`src/rtl/mmio_responder.sv`:
```
// mmio_responder
//   Memory-mapped I/O responder sitting beside dmem on the processor data bus.
//   It claims a 4-word window at IO_BASE, suppresses dmem writes inside it and
//   returns its own registered read data with dmem's 1-cycle latency.
//
//   Register map (word offset inside the window):
//     0 TXDATA  : write pushes data[7:0]; read returns the head byte (0 if empty)
//     1 STATUS  : [0] empty, [1] full, [2] overflow (sticky, write 1 to clear),
//                 [15:8] count
//     2 CYCLES  : free-running cycle counter, writable
//     3 SCRATCH : plain 32-bit register
//
//   Ports:
//     clock      in   clock, rising edge
//     reset      in   asynchronous active-low reset
//     address    in   processor data word address
//     data       in   processor write data
//     wren       in   processor write enable
//     dmem_wren  out  write enable forwarded to dmem (masked inside the window)
//     io_sel     out  registered: q_io, not dmem q, is this cycle's read data
//     q_io       out  registered read data
//     tx_data    out  TX FIFO head byte (0 when empty)
//     tx_valid   out  TX FIFO non-empty
//     tx_ready   in   consumer accepts the head byte
module mmio_responder #(
  parameter logic [11:0] IO_BASE = 12'hF00,
  parameter int unsigned DEPTH   = 8
) (
  input  logic        clock,
  input  logic        reset,
  input  logic [11:0] address,
  input  logic [31:0] data,
  input  logic        wren,
  output logic        dmem_wren,
  output logic        io_sel,
  output logic [31:0] q_io,
  output logic [7:0]  tx_data,
  output logic        tx_valid,
  input  logic        tx_ready
);

  localparam int unsigned AW = (DEPTH > 1) ? $clog2(DEPTH) : 1;
  localparam int unsigned CW = $clog2(DEPTH + 1);

  typedef enum logic [1:0] {
    OFS_TXDATA  = 2'd0,
    OFS_STATUS  = 2'd1,
    OFS_CYCLES  = 2'd2,
    OFS_SCRATCH = 2'd3
  } offset_e;

  logic [7:0]    mem_q [DEPTH];
  logic [AW-1:0] wr_ptr_q, wr_ptr_d;
  logic [AW-1:0] rd_ptr_q, rd_ptr_d;
  logic [CW-1:0] count_q, count_d;
  logic          ovf_q, ovf_d;
  logic [31:0]   cycles_q, cycles_d;
  logic [31:0]   scratch_q, scratch_d;
  logic          io_sel_q;
  logic [31:0]   q_io_q, q_io_d;

  logic          hit;
  offset_e       offset;
  logic          wr_hit;
  logic          full;
  logic          empty;
  logic          push_req;
  logic          push_ok;
  logic          pop;
  logic          ovf_set;
  logic          ovf_clr;
  logic [7:0]    head;
  logic [31:0]   status_w;

  assign hit       = (address[11:2] == IO_BASE[11:2]);
  assign offset    = offset_e'(address[1:0]);
  assign wr_hit    = wren & hit;
  assign dmem_wren = wren & ~hit;

  assign full     = (count_q == CW'(DEPTH));
  assign empty    = (count_q == '0);
  assign tx_valid = ~empty;
  // Gate the head so a drained FIFO shows 0 rather than a stale entry.
  assign head     = empty ? 8'h00 : mem_q[rd_ptr_q];
  assign tx_data  = head;

  assign push_req = wr_hit & (offset == OFS_TXDATA);
  assign pop      = tx_valid & tx_ready;
  // A full FIFO still takes a push when the head leaves in the same cycle.
  assign push_ok  = push_req & (~full | pop);
  assign ovf_set  = push_req & ~push_ok;
  assign ovf_clr  = wr_hit & (offset == OFS_STATUS) & data[2];

  assign status_w = {16'h0000, 8'(count_q), 5'b00000, ovf_q, full, empty};

  always_comb begin
    wr_ptr_d  = wr_ptr_q;
    rd_ptr_d  = rd_ptr_q;
    count_d   = count_q;
    ovf_d     = ovf_q;
    cycles_d  = cycles_q + 32'd1;
    scratch_d = scratch_q;
    q_io_d    = '0;

    if (push_ok) wr_ptr_d = wr_ptr_q + AW'(1);
    if (pop)     rd_ptr_d = rd_ptr_q + AW'(1);

    unique case ({push_ok, pop})
      2'b10:   count_d = count_q + CW'(1);
      2'b01:   count_d = count_q - CW'(1);
      default: count_d = count_q;
    endcase

    if (ovf_set)      ovf_d = 1'b1;
    else if (ovf_clr) ovf_d = 1'b0;

    if (wr_hit && offset == OFS_CYCLES)  cycles_d  = data;
    if (wr_hit && offset == OFS_SCRATCH) scratch_d = data;

    if (hit) begin
      unique case (offset)
        OFS_TXDATA:  q_io_d = {24'h000000, head};
        OFS_STATUS:  q_io_d = status_w;
        OFS_CYCLES:  q_io_d = cycles_q;
        OFS_SCRATCH: q_io_d = scratch_q;
        default:     q_io_d = '0;
      endcase
    end
  end

  always_ff @(posedge clock or negedge reset) begin
    if (!reset) begin
      wr_ptr_q  <= '0;
      rd_ptr_q  <= '0;
      count_q   <= '0;
      ovf_q     <= 1'b0;
      cycles_q  <= '0;
      scratch_q <= '0;
      io_sel_q  <= 1'b0;
      q_io_q    <= '0;
    end else begin
      wr_ptr_q  <= wr_ptr_d;
      rd_ptr_q  <= rd_ptr_d;
      count_q   <= count_d;
      ovf_q     <= ovf_d;
      cycles_q  <= cycles_d;
      scratch_q <= scratch_d;
      io_sel_q  <= hit;
      q_io_q    <= q_io_d;
    end
  end

  // Storage needs no reset: the cleared count hides every entry.
  always_ff @(posedge clock) begin
    if (push_ok) mem_q[wr_ptr_q] <= data[7:0];
  end

  assign io_sel = io_sel_q;
  assign q_io   = q_io_q;

endmodule
```
`config.mk`:
```
export PLATFORM = sky130hd
export DESIGN_NAME = mmio_responder
export DESIGN_NICKNAME = d
export VERILOG_FILES = /design/src/rtl/mmio_responder.sv
export SDC_FILE = /design/constraint.sdc
export NUM_CORES = 1
export LEC_CHECK = 0
export CORE_MARGIN = 1
export CORE_UTILIZATION = 50
export DETAILED_ROUTE_END_ITERATION = 6
export PLACE_DENSITY_LB_ADDON = 0.2
export REMOVE_ABC_BUFFERS = 1
export SYNTH_ARGS = -nofsm -noshare
export SYNTH_HDL_FRONTEND = slang
export SYNTH_SLANG_ARGS = --single-unit
```
`constraint.sdc`:
```
create_clock -name clock -period 2.8 [get_ports clock]
set_input_delay 0.7 -clock clock [delete_from_list [all_inputs] [get_ports clock]]
set_output_delay 0.7 -clock clock [all_outputs]
set_load 0.02 [all_outputs]
```
==> summary.md, run 1 <==
| Metric | Value |
|---|---|
| Vias in the first global route | `5256` |
| First-pass GRT wire length | `26500 µm` |
| Crit path max-delay cell type | `dfrtp_2` |
| Fin. Hold Viols | `0` |
| Slew headroom | `57.3%` |
| Core area | `14600 µm²` |
| Crit-path cells | `buf_4 > a2111oi_2 > a31oi_1 > and3_1 > dlygate4sd2_1` |
| Most common cell in the netlist | `dfrtp_1` |
| Arr. time, crit path | `2.08 ns` |
| Crit-path max cell delay | `0.51 ns` |
| Total track usage | `22.0%` |
| WP data required | `2.10 ns` |
| Area contributors post-synth | `dfrtp_1 (36%), edfxtp_1 (26%), mux2i_1 (6.4%)` |
| Sink Count | `172` |
| Top cells by count, synth | `dfrtp_1 (108), nor2_1 (74), edfxtp_1 (64), mux2i_1 (48), mux2_2 (41)` |
| Worst R2R Path Depth | `8` |
| Int Power | `4.80 mW` |
| Hold_buf cts | `0` |
| Pwr/cell area | `703 nW/µm²` |
| CTS tree | `yes` |
| Worst-Margin Slew | `0.640 ns` |
| Initial Util | `51.6%` |
| Crit Path Max Fanout | `13` |
| Filler cells | `1061` |
| Sequential fraction of the synthesis area | `61.4%` |
| Grt ovf | `0` |
| Critical path type | `reg -> out` |
| Die Ht | `125 µm` |
| Hpwl dp | `10800 µm` |
| EDFF count, synth | `64` |
| R2r startpoint | `count_q[1]` |
| Hold crit path type | `in -> async` |
| Min Hold Slack | `0.244 ns` |
| IO Pins | `91` |
| Achievable frequency | `360 MHz` |
| Finish-stage setup viols | `0` |
| Post-Syn Instances | `596` |
| First-pass DRT Iterations | `6` |
| Placement row count | `44` |
| Reg2reg setup slack | `0.59 ns` |
| Initial antenna violation count | `0` |
| Post-synthesis register bit count | `172` |
| Total Die Area | `15600 µm²` |
| Total number of vias | `5241` |
| Routed len/inst | `17.5 µm` |
| Clk_lat worst skew | `0.42 ns` |
| Diode count | `0` |
| Share of cells above drive strength 1 | `21.8%` |
| H-tree levels | `4` |
| Mapped Area | `7530 µm²` |
| Worst-path clk slew | `0.06 ns` |
| Setup Skew | `0.00948 ns` |
| Root buf cell | `clkbuf_16` |
| MaxCap Viol Count | `0` |
| Combinational share of power | `25.5%` |
| Longest Clk Path Bufs | `2` |
| Buf+Inv Stages, Crit Path | `2` |
| Register share of total power | `42.3%` |
| Sw Ratio | `28.9%` |
| Clock network power share | `32.2%` |
| Syn_area_per_cell | `12.6 µm²` |
| Worst r2r dst | `count_q[1]` |
| Top-area cell type share of the netlist area | `35.9%` |
| Vias/cell | `5.62` |
| Largest net degree at the start of global routing | `48` |
| Area delta synth->final | `27.5%` |
| CTS Buf Count | `17` |
| Post-synth ARST share | `62.8%` |
| Non-filler cells, final | `933` |
| Total routed wirelength | `16300 µm` |
| Minimum clock period | `2.78 ns` |
| Number of routed nets with antenna violations | `0` |
| Top FF cell, synth | `dfrtp_1` |
| Nets | `788` |
| Crit. End Element | `output port` |
| Placed insts | `893` |
| CP top delay family | `flip-flops` |
| Synth warnings | `0` |
| Gpl congestion | `0.830` |
| Worst-case vdd ir drop | `0.000431 V` |
| Yosys cell types | `48` |
| Overall die width | `125 µm` |
| Leading area contributor after synthesis | `dfrtp_1` |
| Critical Path Source Type | `register` |
| Fin crit share | `99.1%` |
| Sw Pwr | `1.95 mW` |
| Leakage | `4.06 nW` |
| Starting DRT DRC Count | `440` |
| Max Slew Vio Count | `0` |
| DR DRC count | `0` |
| Run status | `finished, final reports clean` |
| RSZ-0062 raised after global routing | `yes` |
| Number of port buffers | `90` |
final cells by class:
class,instances,area [µm²],area share (%)
Sequential cell,172,4630,48.2
Multi-Input combinational cell,389,2790,29.0
Timing Repair Buffer,148,1370,14.3
Clock buffer,25,517,5.38
Tap cell,184,230,2.40
Clock inverter,7,36.3,0.378
Inverter,8,32.5,0.339
routing by layer:
metal | track usage (%) | wire length [µm]
met1 | 30.1 | 7350
met2 | 34.3 | 7970
met3 | 4.51 | 789
met4 | 8.79 | 226
met5 | 0 | 0
stage by stage:
| stage | setup WS, ns | total power, mW | area [µm²] | util (%) | TNS, ns |
|---|---|---|---|---|---|
| after floorplan | -0.412 | 3.78 | 7400 | - | -21.72 |
| after CTS | -0.175 | 6.70 | 9540 | 65.4 | -0.175 |
| after global routing | -0.0512 | 7.03 | 9600 | 65.8 | -0.337 |
| final | 0.0244 | 6.75 | 9600 | 65.8 | 0 |
| after global placement | -0.542 | 4.49 | 8950 | 61.3 | -33.87 |
| after detailed placement | -0.549 | 4.52 | 8950 | 61.3 | -34.34 |
power by group through the flow:
stage	clock, mW	sequential (mW)	combinational, mW
2_1_floorplan	0	2.96	0.826
3_3_place_gp	0	2.91	1.57
3_5_place_dp	0	2.92	1.60
4_1_cts	2.21	2.86	1.63
5_1_grt	2.31	2.87	1.84
6_report	2.17	2.86	1.72
flip-flops by register name, indices dropped and copies added, names as in the netlist:
register and cells:
count_q 4, io_sel 1, rd_ptr_q 3, wr_ptr_q 3
q_io 32, ovf_q 1, cycles_q 32, mem_q 64
scratch_q 32
worst reg2reg max path, stage by stage (launching register included):
cell	delay, ns
dfrtp_1	0.37
or3_1	0.43
nor2_2	0.20
inv_4	0.12
nand2_1	0.19
nor2_1	0.10
xor2_1	0.15
ha_1	0.27
mux2_1	0.27
kinds of logic (layout without fill, tap and decap cells):
| kind of cell | after synthesis | in the layout | synth area share (%) |
|---|---|---|---|
| flops | 172 | 172 | 61.4 |
| simple gates | 184 | 184 | 12.1 |
| compound gates | 69 | 69 | 5.56 |
| buf+inv | 35 | 188 | 2.14 |
| mux | 95 | 95 | 13.8 |
| xor+xnor | 37 | 37 | 4.30 |
| fa+ha+maj | 4 | 4 | 0.664 |
timing repair:
action	4_1_cts	5_1_grt
gates resized for setup	27	25
setup endpoints to repair	10	24
setup buffers	3	5
gates cloned	0	0
pin swaps	0	3
placed cells by master (no fill, tap or decap), types with 3 or more instances in the layout:
| master | count |
|---|---|
| a2111oi_2 | 3 |
| a21oi_1 | 40 |
| a22oi_1 | 14 |
| a31oi_1 | 4 |
| and3_1 | 8 |
| buf_12 | 4 |
| buf_4 | 53 |
| buf_6 | 3 |
| clkbuf_1 | 3 |
| clkbuf_16 | 18 |
| clkbuf_2 | 5 |
| clkbuf_8 | 4 |
| clkdlybuf4s50_1 | 74 |
| clkinv_2 | 6 |
| dfrtp_1 | 105 |
| dfrtp_2 | 3 |
| dlymetal6s2s_1 | 4 |
| edfxtp_1 | 64 |
| ha_1 | 4 |
| inv_1 | 6 |
| mux2_2 | 41 |
| mux2i_1 | 47 |
| nand2_1 | 28 |
| nand2b_1 | 4 |
| nand3_1 | 15 |
| nand4_1 | 16 |
| nor2_1 | 73 |
| nor2b_1 | 7 |
| nor3_1 | 8 |
| nor4_1 | 4 |
| xnor2_1 | 17 |
| xor2_1 | 20 |
worst max path at each step:
| stage | start | to | slack, ns | depth (start not counted) |
|---|---|---|---|---|
| after global routing | rd_ptr_q[1] | tx_data[0] | -0.05 | 5 |
| final | rd_ptr_q[1] | tx_data[0] | 0.02 | 5 |
| after CTS | address[2] | dmem_wren | -0.18 | 5 |
| after floorplan | address[3] | scratch_q[0] | -0.41 | 4 |
| after global placement | address[3] | dmem_wren | -0.54 | 5 |
| after detailed placement | address[2] | dmem_wren | -0.55 | 5 |
Note: power is estimated with default switching activity, not from simulation.
==> run 2: changes to the inputs <==
--- a/config.mk
+++ b/config.mk
@@ -5,6 +5,7 @@
 export SDC_FILE = /design/constraint.sdc
 export NUM_CORES = 1
 export LEC_CHECK = 0
+export CORE_ASPECT_RATIO = 1.2
 export CORE_MARGIN = 1
 export CORE_UTILIZATION = 50
 export DETAILED_ROUTE_END_ITERATION = 6
==> run 2 against run 1 <==
  * Clock skew shrank 0.0031 ns
  * Register-to-register slack better by 0.10 ns
  * Setup slack better by 0.023 ns
  * Sequential cell count unchanged
  * Non-clock buffer count shrank 3
  * Routed wire length is 2.6% higher
  * Final cell count up 1.4%
  * Sequential power about the same
  * Critical path type unchanged
  * Sequential share of layout area fell by 0.19 points
  * Largest power group unchanged
  * Largest cell class unchanged
  * Die area about the same
  * Combinational power barely moved
  * Total power rose by 1.7%
==> summary.md, run 2 (synthesis gave the netlist of run 1 again) <==
| Metric | Value |
|---|---|
| Worst-path clk slew | `0.06 ns (about the same)` |
| Combinational share of power | `24.9% (was 25.5%)` |
| Filler cells | `1155 (was 1061)` |
| Fin crit share | `98.3% (was 99.1%)` |
| RSZ-0062 raised after global routing | `no (was yes)` |
| Max Slew Vio Count | `0 (unchanged)` |
| WP data required | `2.10 ns (about the same)` |
| Initial Util | `51.8% (was 51.6%)` |
| Vias in the first global route | `5338 (was 5256)` |
| Min Hold Slack | `0.226 ns (was 0.244 ns)` |
| Worst R2R Path Depth | `5 (was 8)` |
| Commonest non-fill, non-tap cell in the layout | `dfrtp_1 (unchanged)` |
| Nets | `785 (was 788)` |
| Leakage | `4.03 nW (was 4.06 nW)` |
| Fin. Hold Viols | `0 (unchanged)` |
| Initial antenna violation count | `0 (unchanged)` |
| DR DRC count | `0 (unchanged)` |
| CTS tree | `yes (unchanged)` |
| Hpwl dp | `11700 µm (was 10800 µm)` |
| Worst Setup SP | `rd_ptr_q[2] (was rd_ptr_q[1])` |
| Clock network power share | `33.5% (was 32.2%)` |
| Worst-Margin Slew | `0.511 ns (was 0.640 ns)` |
| Multi-input gate area | `2810 µm² (was 2790 µm²)` |
| MaxCap Viol Count | `0 (unchanged)` |
| Seq. cell area | `4630 µm² (unchanged)` |
| Int Power | `4.91 mW (was 4.80 mW)` |
| Diode count | `0 (unchanged)` |
| CTS Buf Count | `17 (unchanged)` |
| Achievable frequency | `363 MHz (was 360 MHz)` |
| Total routed wirelength | `16800 µm (was 16300 µm)` |
| Die Ht | `136 µm (was 125 µm)` |
| Crit path max-delay cell type | `dfrtp_2 (unchanged)` |
| Sw Ratio | `28.6% (was 28.9%)` |
| Area delta synth->final | `28.0% (was 27.5%)` |
| Core area | `14500 µm² (was 14600 µm²)` |
| Run status | `finished, final reports clean (unchanged)` |
| Slew headroom | `65.6% (was 57.3%)` |
| Worst-case vdd ir drop | `0.000472 V (was 0.000431 V)` |
| H-tree levels | `4 (unchanged)` |
| Root buf cell | `clkbuf_16 (unchanged)` |
| First-pass DRT Iterations | `4 (was 6)` |
| Total number of vias | `5155 (was 5241)` |
| Largest net degree at the start of global routing | `55 (was 48)` |
| Hold crit path type | `in -> async (unchanged)` |
| Finish-stage setup viols | `0 (unchanged)` |
| First-pass GRT wire length | `27000 µm (was 26500 µm)` |
| Total Die Area | `15600 µm² (about the same)` |
| Hold_buf cts | `0 (unchanged)` |
| Setup Skew | `0.00638 ns (was 0.00948 ns)` |
| Routed len/inst | `17.7 µm (was 17.5 µm)` |
| Crit. End Element | `output port (unchanged)` |
| Pwr/cell area | `712 nW/µm² (was 703 nW/µm²)` |
| IO Pins | `91 (unchanged)` |
| Total track usage | `23.3% (was 22.0%)` |
| Crit-path max cell delay | `0.49 ns (was 0.51 ns)` |
| Longest Clk Path Bufs | `2 (unchanged)` |
| Crit Path Max Fanout | `11 (was 13)` |
| Clk_lat worst skew | `0.43 ns (was 0.42 ns)` |
| Share of cells above drive strength 1 | `21.0% (was 21.8%)` |
| Sw Pwr | `1.96 mW (was 1.95 mW)` |
| Number of routed nets with antenna violations | `0 (unchanged)` |
| Most flop-heavy register | `mem_q (unchanged)` |
| Critical Path Source Type | `register (unchanged)` |
| Worst r2r dst | `count_q[1] (unchanged)` |
| Overall die width | `114 µm (was 125 µm)` |
| Register share of total power | `41.6% (was 42.3%)` |
| Grt ovf | `0 (unchanged)` |
| Critical path type | `reg -> out (unchanged)` |
| Starting DRT DRC Count | `369 (was 440)` |
| Number of port buffers | `90 (unchanged)` |
| Minimum clock period | `2.75 ns (was 2.78 ns)` |
| Largest register FFs | `64 (unchanged)` |
| Vias/cell | `5.45 (was 5.62)` |
| Gpl congestion | `0.841 (was 0.830)` |
| Commonest non-fill, non-tap cells in the layout | `dfrtp_1 (105), clkdlybuf4s50_1 (74), nor2_1 (72) (was dfrtp_1 (105), clkdlybuf4s50_1 (74), nor2_1 (73))` |
| Tot Pwr | `6.87 mW (was 6.75 mW)` |
| Placement row count | `48 (was 44)` |
| Arr. time, crit path | `2.05 ns (was 2.08 ns)` |
| Setup crit end | `tx_data[5] (was tx_data[0])` |
| Reg2reg setup slack | `0.69 ns (was 0.59 ns)` |
| Crit-path cells | `buf_4 > and2_1 > a22oi_1 > and3_1 > clkdlybuf4s15_2 (was buf_4 > a2111oi_2 > a31oi_1 > and3_1 > dlygate4sd2_1)` |
| Sink Count | `172 (unchanged)` |
| R2r startpoint | `count_q[2] (was count_q[1])` |
-- run 2: worst max-delay path, delay by kind of cell (launching register included) --
family	cells	cell delay, ns
AOI/OAI and AO/OA	1	0.28
buffers and inverters	2	0.44
DFF	1	0.49
and+or+nand+nor	2	0.42
-- run 2: per-layer routing --
metal / up-vias / GRT usage [%] / wire [µm]
li1: 2423 / - / -
met1: 2576 / 26.8 / 6770
met2: 126 / 41.7 / 8890
met3: 30 / 4.81 / 723
met4: 0 / 10.1 / 394
met5: - / 0 / 0
-- run 2: power groups by stage --
stage               registers [mW]  clock network (mW)  logic, mW
finish                        2.86                2.30       1.71
global route                  2.87                2.43       1.84
CTS                           2.85                2.33       1.66
detailed placement            2.90                   0       1.63
global placement              2.89                   0       1.57
floorplan                     2.96                   0      0.826
-- run 2: final cells by class --
| class | instances | share of cell area [%] |
|---|---|---|
| repair buffers | 145 | 14.1 |
| clock inverters | 11 | 1.32 |
| well taps | 200 | 2.60 |
| clock buffers | 21 | 4.57 |
| flip-flops and latches | 172 | 48.0 |
| multi-input cells | 389 | 29.1 |
| inverters | 8 | 0.337 |
-- run 2: worst min path at each step --
stage	endpoint	slack, ns	depth (start not counted)	start
2_1_floorplan	count_q[0]	0.40	0	reset
3_3_place_gp	ovf_q	0.46	1	ovf_q
3_5_place_dp	ovf_q	0.48	1	ovf_q
4_1_cts	q_io[13]	0.23	1	reset
5_1_grt	q_io[13]	0.25	1	reset
6_report	q_io[13]	0.23	1	reset
-- run 2: per-stage QoR --
step | utilization [%] | cells | setup TNS (ns) | instance area, µm² | setup slack [ns]
6_report | 66.3 | 946 | 0 | 9640 | 0.0477
4_1_cts | 65.9 | 945 | -0.190 | 9580 | -0.190
3_5_place_dp | 61.7 | 909 | -38.46 | 8970 | -0.576
2_1_floorplan | - | 569 | -21.72 | 7400 | -0.412
3_3_place_gp | 61.7 | 909 | -35.17 | 8970 | -0.547
5_1_grt | 66.3 | 946 | 0 | 9640 | 0.00229
-- run 2: what timing repair did --
action                                  CTS  global route
gates resized for setup                  35            21
buffers inserted                          4             1
endpoints found under the setup margin   10             9
pin swaps                                 1             3
